--- src/rtl/irq_event_coalescer_pkg.sv ---
// Shared definitions for the IRQ event coalescer: channel FSM states and source limits.
package irq_event_coalescer_pkg;

    localparam int IRQ_MAX = 32;

    typedef enum logic {
        CH_IDLE  = 1'b0,
        CH_ACCUM = 1'b1
    } chan_state_t;

endpackage

--- src/rtl/irq_coalesce_chan.sv ---
// One coalescing channel: edge detect, saturating event accumulator, holdoff timer,
// IDLE/ACCUM FSM and a registered single-cycle strobe.
module irq_coalesce_chan
    import irq_event_coalescer_pkg::*;
#(
    parameter int CNT_W   = 16,
    parameter int TIMER_W = 24
) (
    input  logic               clk,
    input  logic               resetn,
    input  logic               armed,
    input  logic               sync_in,
    input  logic               enable,
    input  logic [CNT_W-1:0]   threshold,
    input  logic [TIMER_W-1:0] timeout,
    output logic               irq,
    output logic [CNT_W-1:0]   accum
);

    chan_state_t        state, state_n;
    logic               sync_d, evt_edge;
    logic [CNT_W-1:0]   accum_n, accum_inc, eff_thresh;
    logic [TIMER_W-1:0] timer, timer_n, timer_dec;
    logic               fire;

    function automatic logic [CNT_W-1:0] sat_inc(input logic [CNT_W-1:0] a, input logic inc);
        if (inc && (a != {CNT_W{1'b1}}))
            return a + CNT_W'(1);
        return a;
    endfunction

    always_ff @(posedge clk) begin
        if (!resetn) begin
            sync_d   <= 1'b0;
            evt_edge <= 1'b0;
        end else begin
            sync_d   <= sync_in;
            evt_edge <= armed & sync_in & ~sync_d;
        end
    end

    assign eff_thresh = (threshold == '0) ? CNT_W'(1) : threshold;
    assign timer_dec  = (timer != '0) ? timer - TIMER_W'(1) : '0;
    assign accum_inc  = sat_inc(accum, evt_edge);

    // Timeout fires when the decremented timer reaches 1, so the strobe lands
    // exactly cfg_timeout cycles after the edge that opened the batch.
    always_comb begin
        state_n = state;
        accum_n = accum;
        timer_n = timer;
        fire    = 1'b0;
        if (!enable) begin
            state_n = CH_IDLE;
            accum_n = '0;
            timer_n = '0;
        end else begin
            case (state)
                CH_IDLE: begin
                    if (evt_edge) begin
                        accum_n = CNT_W'(1);
                        timer_n = timeout;
                        if ((eff_thresh == CNT_W'(1)) || (timeout == TIMER_W'(1))) begin
                            fire    = 1'b1;
                            accum_n = '0;
                            timer_n = '0;
                        end else begin
                            state_n = CH_ACCUM;
                        end
                    end
                end
                CH_ACCUM: begin
                    accum_n = accum_inc;
                    timer_n = timer_dec;
                    if ((accum_inc >= eff_thresh) ||
                        ((timer != '0) && (timer_dec == TIMER_W'(1)))) begin
                        fire    = 1'b1;
                        accum_n = '0;
                        timer_n = '0;
                        state_n = CH_IDLE;
                    end
                end
                default: state_n = CH_IDLE;
            endcase
        end
    end

    always_ff @(posedge clk) begin
        if (!resetn) begin
            state <= CH_IDLE;
            accum <= '0;
            timer <= '0;
            irq   <= 1'b0;
        end else begin
            state <= state_n;
            accum <= accum_n;
            timer <= timer_n;
            irq   <= fire;
        end
    end

endmodule

--- src/rtl/irq_event_coalescer.sv ---
// Front end for the interrupt manager: synchronises raw event lines and feeds one
// coalescing channel per source; edges stay disarmed briefly after reset release.
module irq_event_coalescer
    import irq_event_coalescer_pkg::*;
#(
    parameter int IRQ_COUNT   = 1,
    parameter int SYNC_STAGES = 2,
    parameter int CNT_W       = 16,
    parameter int TIMER_W     = 24
) (
    input  logic                 clk,
    input  logic                 resetn,
    input  logic [IRQ_COUNT-1:0] evt_in,
    input  logic [IRQ_COUNT-1:0] cfg_enable,
    input  logic [CNT_W-1:0]     cfg_threshold,
    input  logic [TIMER_W-1:0]   cfg_timeout,
    output logic [IRQ_COUNT-1:0] irq_out,
    output logic [CNT_W-1:0]     dbg_accum0
);

    localparam int ARM_CYCLES = SYNC_STAGES + 1;
    localparam int ARM_W      = $clog2(ARM_CYCLES + 1);

    logic [IRQ_COUNT-1:0] sync_q [SYNC_STAGES];
    logic [ARM_W-1:0]     arm_cnt;
    logic                 armed;
    logic [CNT_W-1:0]     accum_all [IRQ_COUNT];

    always_ff @(posedge clk) begin
        if (!resetn) begin
            for (int i = 0; i < SYNC_STAGES; i++)
                sync_q[i] <= '0;
        end else begin
            sync_q[0] <= evt_in;
            for (int i = 1; i < SYNC_STAGES; i++)
                sync_q[i] <= sync_q[i-1];
        end
    end

    // A line already high at reset release fills the synchroniser while disarmed,
    // so its apparent rising edge is never seen as an event.
    assign armed = (arm_cnt == ARM_W'(ARM_CYCLES));

    always_ff @(posedge clk) begin
        if (!resetn)
            arm_cnt <= '0;
        else if (!armed)
            arm_cnt <= arm_cnt + ARM_W'(1);
    end

    for (genvar k = 0; k < IRQ_COUNT; k++) begin : g_chan
        irq_coalesce_chan #(
            .CNT_W   (CNT_W),
            .TIMER_W (TIMER_W)
        ) u_chan (
            .clk       (clk),
            .resetn    (resetn),
            .armed     (armed),
            .sync_in   (sync_q[SYNC_STAGES-1][k]),
            .enable    (cfg_enable[k]),
            .threshold (cfg_threshold),
            .timeout   (cfg_timeout),
            .irq       (irq_out[k]),
            .accum     (accum_all[k])
        );
    end

    assign dbg_accum0 = accum_all[0];

endmodule
--- config.mk ---
export PLATFORM = sky130hd
export DESIGN_NAME = irq_event_coalescer
export DESIGN_NICKNAME = d
export VERILOG_FILES = /design/src/rtl/irq_event_coalescer_pkg.sv /design/src/rtl/irq_coalesce_chan.sv /design/src/rtl/irq_event_coalescer.sv
export SDC_FILE = /design/constraint.sdc
export NUM_CORES = 1
export LEC_CHECK = 0
export BUFFER_PORTS_ARGS = -buffer_cell sky130_fd_sc_hd__buf_2
export CAP_MARGIN = 20
export CORE_ASPECT_RATIO = 1.2
export CORE_MARGIN = 10
export CORE_UTILIZATION = 35
export DETAILED_ROUTE_END_ITERATION = 16
export GPL_TIMING_DRIVEN = 0
export HOLD_SLACK_MARGIN = 0.08
export MAX_ROUTING_LAYER = met4
export PLACE_DENSITY = 0.54
export SLEW_MARGIN = 40
export SYNTH_ARGS = -nofsm -noshare
export SYNTH_HDL_FRONTEND = slang
export SYNTH_HIERARCHICAL = 1
export SYNTH_SLANG_ARGS = --single-unit
--- constraint.sdc ---
create_clock -name clk -period 5 [get_ports clk]
set_input_delay 1 -clock clk [delete_from_list [all_inputs] [get_ports clk]]
set_output_delay 1 -clock clk [all_outputs]
set_load 0.05 [all_outputs]
; ---- Yosys cells after proc, flatten, opt, wreduce, memory -nomap -nowiden
; Memory sizes are Yosys's and may differ from the RTL's.
; Cells that the tools add are included.
[op_classes]
n_addsub = 3
n_eq_ne = 6
n_bitwise = 6
reduce_logical = 7
muxes = 25
order_cmp = 1
[op_table]
columns = cell, n
row1 = $mux 24, 4
row2 = $mux 16, 5
row3 = $eq 24x1->1 const B, 2
row4 = $pmux 24 s2, 1
row5 = $pmux 16 s2, 1
row6 = $reduce_bool 24->1, 1
row7 = $sub 24x1->24 const B, 1
row8 = $add 16x1->16 const B, 1
row9 = $eq 16x1->1 const B, 1
row10 = $ge 16x16->1, 1
row11 = $logic_not 16->1, 1
row12 = $ne 16x16->1 const B, 1
row13 = $mux 1, 12
row14 = $pmux 1 s2, 2
row15 = $add 2x1->2 const B, 1
row16 = $and 1x1->1, 2
row17 = $eq 2x2->1 const B, 1
row18 = $logic_and 1x1->1, 2
row19 = $logic_or 1x1->1, 2
row20 = $ne 2x1->1 const B, 1
row21 = $not 1->1, 2
row22 = $or 1x1->1, 2
row23 = $reduce_and 2->1, 1
[word_totals]
inputBits = 44
mem_count = 1
output_inout_bits = 17
ramBits = 2
regBits = 46
[mem_list]
columns = name, depth, width, rd, rd_ports_with_merged_regs, write_ports, line_no
row1 = sync_q, 2, 1, 2, 0, 2, irq_event_coalescer.sv:24  ; logic [IRQ_COUNT-1:0] sync_q [SYNC_STAGES];

; ---- Longest topological paths before layout
; Gate-level depths: netlist of the first run.
[logic_depth]
depth_word = 8
mapped_depth = 15
mapped_depth_nobuf = 14

; ---- Hierarchy
; Netlist of the first run, hierarchy kept.
[by_module_without_submodules]
columns = module, n_inst, cells_each, area_per_inst_um2
row1 = irq_coalesce_chan, 1, 464, 3468.3
row2 = irq_event_coalescer, 1, 12, 148.9

; ---- Worst setup path before layout of the first run
; Ideal clock, no wire load.
[synth_path]
path_type = reg-to-reg
start = register g_chan[0].u_chan.accum[0]
end = register g_chan[0].u_chan.timer[8]
path_stages_with_launch = 15
path_slack_ns = 1.052
t_arrival_ns = 3.847
period_less_slack_ns = 3.948
path_cell_list = dfxtp_1 > ha_1 > nand4_1 > o21a_1 > nand3_1 > nor4_1 > or2_2 > ha_1 > a21o_1 > a211oi_1 > o211ai_1 > a21o_1 > nor2_1 > o21ai_2 > o41ai_1
[synth_via]
elab_chain_cells = 8
elab_cells_between_ends = 10
classes_between = add/sub (1) / order compare (1) / eq/ne (1) / mux (5) / reduce/logical (2)
[synth_rtl]
columns = element, line_no
row1 = "start, declared", irq_coalesce_chan.sv:17  ; output logic [CNT_W-1:0] accum
row2 = "start signal, assigned", irq_coalesce_chan.sv:96  ; accum <= accum_n;
row3 = branches (longest 3 deep; another with $add 16x1->16), -
row4 = $mux 16 *, irq_coalesce_chan.sv:29  ; return a;
row5 = $ge 16x16->1 *, irq_coalesce_chan.sv:75  ; if ((accum_inc >= eff_thresh) ||
row6 = $logic_or 1x1->1 *, irq_coalesce_chan.sv:75
row7 = $mux 24 *, irq_coalesce_chan.sv:75
row8 = $pmux 24 s2 *, irq_coalesce_chan.sv:58  ; case (state)
row9 = "end signal, assigned", irq_coalesce_chan.sv:97  ; timer <= timer_n;
row10 = "end, declared", irq_coalesce_chan.sv:23  ; logic [TIMER_W-1:0] timer, timer_n, timer_dec;
; Mark *: on every way between the ends. The select of a mux whose other input is x is not followed.
; A chain may end at the register's enable or synchronous reset.

; ---- Final worst setup path of the first run
[layout_path]
start = register g_chan[0].u_chan.accum[0]
end = register g_chan[0].u_chan.timer[2]
; The elaborated chain is that of the path after synthesis.

==> metrics.csv, run 1 <==
metric;value;unit
status;finished clean;
utilization;42.3;%
first_pass_iters;5;
cts.sinks;48;
ys_seq_elements;48;
drive_above_1_share;16.5;%
numCtsBuffers;5;
crit_buf_inv;1;
end_kind;flip-flop;
startpoint;g_chan[0].u_chan/accum[0];
drc;0;
grt_pass1_vias;3993;
cts_tree;done;
first_iter_violations;338;
maxCapViolCount;0;
ant_nets;0;
rsz0062_at_grt;false;
maxSlewViolCount;0;
drt-wirelength-per-cell;20.7;µm
routed-via-count;4091;
ys.flop_type;dfxtp_1;
layout-area-overhead-vs-synth;17.7;%
critPathSlowestCell;a21oi_1;
hold_viol_final;0;
hold_start;sync_q[0][0];
setup_viol;0;
insertion_delay;0.29;ns
cts_root_buf;clkbuf_16;
hold_path.class;reg -> reg;
r2r_cells;14;
synthCells;476;
power.leakage;1.80;nW
globalplace.congestion;0.928;
fillers;1058;
placement.io_buffers;60;
detail_route.vias_per_cell;6.11;
synth.cell_area;3620;µm²
cp_top_family;compound AO/OA/AOI/OAI gates;
setup_slack;0.355;ns
min_to;sync_q[0][1];
required;5.21;ns
startpoint_type;flip-flop;
final_common_cell;buf_2;
critical_path_class;reg -> reg;
clock_skew;0.00976;ns
synthDistinctLibCells;56;
fin_tns_setup;0;ns
synth.avg_cell_area;7.60;µm²
synth_nets;540;
peakVddDrop;0.105;mV
ctsResizeCount;0;
hpwl;10.6;mm
cts.clk_slew.worst_paths;0.06;ns
path_cells;ha_1, nand4_1, o21a_1, nand3_1, o31a_1, or2_2, ha_1, a21o_1, a211oi_1, o211ai_1, a21oi_1, clkbuf_1, nand2_1, o31ai_1;
tightest_slew;0.762;ns
overflow;0;
slew_headroom;48.7;%
synth_seq_area_share;26.6;%
reg2reg_from;g_chan[0].u_chan/accum[0];
fin_crit;4.65;ns
p_per_area;203;nW/µm²
post-route-period-util;92.9;%
dieWidth;113;µm
r2r_slack;0.35;ns
grt_pass1_wl;21.6;mm
grt_antenna_before_repair;0;
pre_cts_ws;0.277;ns
io_pins;61;
num_rows;40;
arrival;4.85;ns
die_area;14800;µm²
post_cts_buffers;0;
layout_common_cells;buf_2, dfxtp_1, nand2_1;
cts_buffer_depth;2;
postSynth.asyncResetShare;0;%
r2r_end;g_chan[0].u_chan/timer[2];
coreArea;10100;µm²
grt_start_max_net_pins;15;
diodes;0;
synth_edf_count;0;
cpMostUsedCell;ha_1;
start_util;36.0;%
yosysWarnings;6;
die_h;131;µm
nNetsFinal;607;
hold_depth;1;
htree_levels;2;
crit_fanout;10;
grt_use_total;18.4;%
wirelength;13.9;mm
cts_hold_buf;0;
max_stage_delay;0.52;ns
timing.hold.ws;0.441;ns
fmax;215;MHz
-- final cells by class --
class	count	area (µm²)	share of cell area (%)
Clock inverter	2	35.0	0.823
Sequential cell	48	961	22.6
Buffer	31	146	3.44
Timing Repair Buffer	60	300	7.05
Clock buffer	6	129	3.03
Tap cell	126	158	3.70
Inverter	19	71.3	1.68
Multi-Input combinational cell	378	2460	57.7
-- synthesized netlist by cell type, types with 8 or more instances --
cell type,n,area (µm²)
clkbuf_1,25,93.8
inv_1,19,71.3
ha_1,20,250
or3_1,8,50.1
a21oi_1,30,150
nor2_1,41,154
or4_1,11,82.6
a32oi_1,12,105
nand4_1,14,87.6
o211ai_1,15,113
and2_1,10,62.6
nor4_1,18,113
or2_2,10,62.6
dfxtp_1,48,961
xnor2_1,9,78.8
o21ai_0,21,105
o31ai_1,12,90.1
nand2_1,44,165
nor3_1,17,85.1
-- logic make-up (layout without fill, tap and decap cells) --
group / after synthesis / in the layout / synth area share [%]
mux: 3 / 3 / 0.830
simple gates: 206 / 206 / 30.4
flops: 48 / 48 / 26.6
xor+xnor: 16 / 16 / 3.87
compound gates: 133 / 133 / 25.4
buf+inv: 50 / 118 / 6.02
fa+ha+maj: 20 / 20 / 6.92
-- routing by layer --
layer	vias up	GRT usage (%)	part of all wire, %
met5	-	-	0
met4	0	9.04	4.4
met3	45	3.69	7.9
met2	188	30.7	49
met1	1910	20.3	39
li1	1948	-	-
-- report_power, final --
group	switching, mW	leakage [nW]	internal (mW)
combinational	0.0526	1.34	0.0361
clock	0.148	0.0808	0.236
sequential	0.00421	0.388	0.388
total	0.205	1.80	0.659
-- per-stage QoR --
step / instances / total power, mW / instance area (µm²)
after floorplan: 476 / 0.447 / 3620
after global placement: 662 / 0.485 / 4080
after detailed placement: 662 / 0.488 / 4080
after CTS: 670 / 0.873 / 4250
after global routing: 670 / 0.899 / 4260
final: 670 / 0.865 / 4260
-- registers in the layout (all words and copies together) (netlist names) --
signal and cells:
g_chan.u_chan/state 1, arm_cnt 2, g_chan.u_chan/timer 24, g_chan.u_chan/sync_d 1, sync_q 2, g_chan.u_chan/irq 1, g_chan.u_chan/accum 16, g_chan.u_chan/evt_edge 1
-- worst max path at each step --
stage | end | slack (ns) | cells after the start
floorplan | g_chan[0].u_chan/timer[8] | 1.05 | 14
global placement | g_chan[0].u_chan/timer[8] | 0.27 | 14
detailed placement | g_chan[0].u_chan/timer[8] | 0.28 | 14
CTS | g_chan[0].u_chan/timer[8] | 0.25 | 14
global route | g_chan[0].u_chan/timer[2] | 0.08 | 14
finish | g_chan[0].u_chan/timer[2] | 0.35 | 14
No activity file was read; power rests on OpenSTA's default activity.
==> inputs of run 2 (changes only) <==
--- a/config.mk
+++ b/config.mk
@@ -5,7 +5,7 @@
 export SDC_FILE = /design/constraint.sdc
 export NUM_CORES = 1
 export LEC_CHECK = 0
-export BUFFER_PORTS_ARGS = -buffer_cell sky130_fd_sc_hd__buf_2
+export BUFFER_PORTS_ARGS = -buffer_cell sky130_fd_sc_hd__buf_4
 export CAP_MARGIN = 20
 export CORE_ASPECT_RATIO = 1.2
 export CORE_MARGIN = 10
==> run 2 against run 1 <==
Routed wire length is 0.12% lower. Total power increased by 2.1%. Global-route usage rose by 0.078 points. Cell area up 3.5%. Count of clock-buffer cells in the layout stayed put. Die area stayed put. Largest cell class unchanged.
==> metrics.csv, run 2 (synthesis results as in run 1) <==
metric;value;unit
dieWidth;113;µm
hold_path.class;reg -> reg;
arrival;4.91;ns
ant_nets;0;
layout-area-overhead-vs-synth;21.8;%
diodes;0;
maxCapViolCount;0;
r2r_slack;0.30;ns
power.leakage;1.84;nW
p_per_area;200;nW/µm²
grt_pass1_wl;21.7;mm
setup_viol;0;
htree_levels;2;
clock_skew;0.0122;ns
grt_pass1_vias;3977;
io_pins;61;
insertion_delay;0.30;ns
startpoint_type;flip-flop;
rsz0062_at_grt;false;
crit_fanout;10;
post-route-period-util;94.1;%
drc;0;
seq_area;961;µm²
cts_root_buf;clkbuf_16;
globalplace.congestion;0.933;
ctsResizeCount;0;
tightest_slew;0.786;ns
r2r_end;g_chan[0].u_chan/timer[2];
top_regs;g_chan.u_chan/timer x24, g_chan.u_chan/accum x16;
die_h;131;µm
required;5.21;ns
fin_crit;4.70;ns
fin_area;4410;µm²
start_util;36.0;%
min_to;sync_q[0][1];
cts_tree;done;
hold_viol_final;0;
wirelength;13.9;mm
maxSlewViolCount;0;
grt_start_max_net_pins;15;
detail_route.vias_per_cell;6.00;
first_iter_violations;290;
nNetsFinal;607;
final_common_cell;buf_4;
largest_reg_flops;24;
first_pass_iters;5;
overflow;0;
die_area;14800;µm²
coreArea;10100;µm²
post_cts_buffers;0;
layout_common_cells;buf_4, dfxtp_1, nand2_1;
slew_headroom;46.9;%
grt_antenna_before_repair;0;
cts.sinks;48;
drt-wirelength-per-cell;20.7;µm
r2r_cells;14;
hold_start;sync_q[0][0];
fillers;1068;
fmax;213;MHz
cts_buffer_depth;2;
hold_depth;1;
cts_hold_buf;0;
grt_use_total;18.5;%
multiInputGateArea;2460;µm²
num_rows;40;
status;finished clean;
fin_tns_setup;0;ns
critical_path_class;reg -> reg;
end_kind;flip-flop;
numCtsBuffers;5;
peakVddDrop;0.123;mV
drive_above_1_share;16.5;%
reg2reg_from;g_chan[0].u_chan/accum[0];
cts.clk_slew.worst_paths;0.07;ns
placement.io_buffers;60;
top_register;g_chan.u_chan/timer;
routed-via-count;4017;
dpl_cell_area;4230;µm²
hpwl;10.5;mm
utilization;43.8;%
-- run 2: changes by cell type in the layout (fill, tap and decap cells not counted) --
cell | before | now
buf_2 | 63 | 3
buf_4 | 0 | 60
-- run 2: report_power, final --
part           switching, mW  internal, mW
Clock                  0.157         0.236
Combinational         0.0525        0.0456
Sequential           0.00421         0.388
Total                  0.213         0.669
-- run 2: metrics by stage --
step / setup WS [ns] / hold WS [ns] / cells / power, mW
after CTS: 0.227 / 0.439 / 670 / 0.890
after global routing: 0.0540 / 0.452 / 670 / 0.916
after detailed placement: 0.255 / 0.424 / 662 / 0.497
after global placement: 0.231 / 0.418 / 662 / 0.495
final: 0.297 / 0.435 / 670 / 0.882
after floorplan: 1.05 / 0.412 / 476 / 0.447
-- run 2: layer usage --
layer	GRT usage (%)	vias up	part of all wire (%)
met5	-	-	0
met4	7.34	0	2.8
met1	21.0	1895	41
li1	-	1948	-
met2	31.1	145	50
met3	3.37	29	6.0
-- run 2: area by class of cell --
type                    instances  area share (%)
multi-input cells             378            55.7
flip-flops and latches         48            21.8
repair buffers                 60            10.2
well taps                     126            3.58
plain buffers                  31            3.32
clock buffers                   6            2.92
inverters                      19            1.62
clock inverters                 2           0.795
-- run 2: worst max-delay path by stage --
stage | from | to | slack [ns] | cells after the start
after floorplan | g_chan[0].u_chan/accum[0] | g_chan[0].u_chan/timer[8] | 1.05 | 14
after global placement | g_chan[0].u_chan/accum[0] | g_chan[0].u_chan/timer[8] | 0.23 | 14
after detailed placement | g_chan[0].u_chan/accum[0] | g_chan[0].u_chan/timer[8] | 0.25 | 14
after CTS | g_chan[0].u_chan/accum[0] | g_chan[0].u_chan/timer[8] | 0.23 | 14
after global routing | g_chan[0].u_chan/accum[0] | g_chan[0].u_chan/timer[2] | 0.05 | 14
final | g_chan[0].u_chan/accum[0] | g_chan[0].u_chan/timer[2] | 0.30 | 14
-- run 2: critical path: stages, from the launching register on --
cell,delay [ns]
dfxtp_1,0.42
ha_1,0.31
nand4_1,0.22
o21a_1,0.31
nand3_1,0.25
o31a_1,0.31
or2_2,0.30
ha_1,0.31
a21o_1,0.19
a211oi_1,0.31
o211ai_1,0.16
a21oi_1,0.48
clkbuf_1,0.53
nand2_1,0.26
o31ai_1,0.26
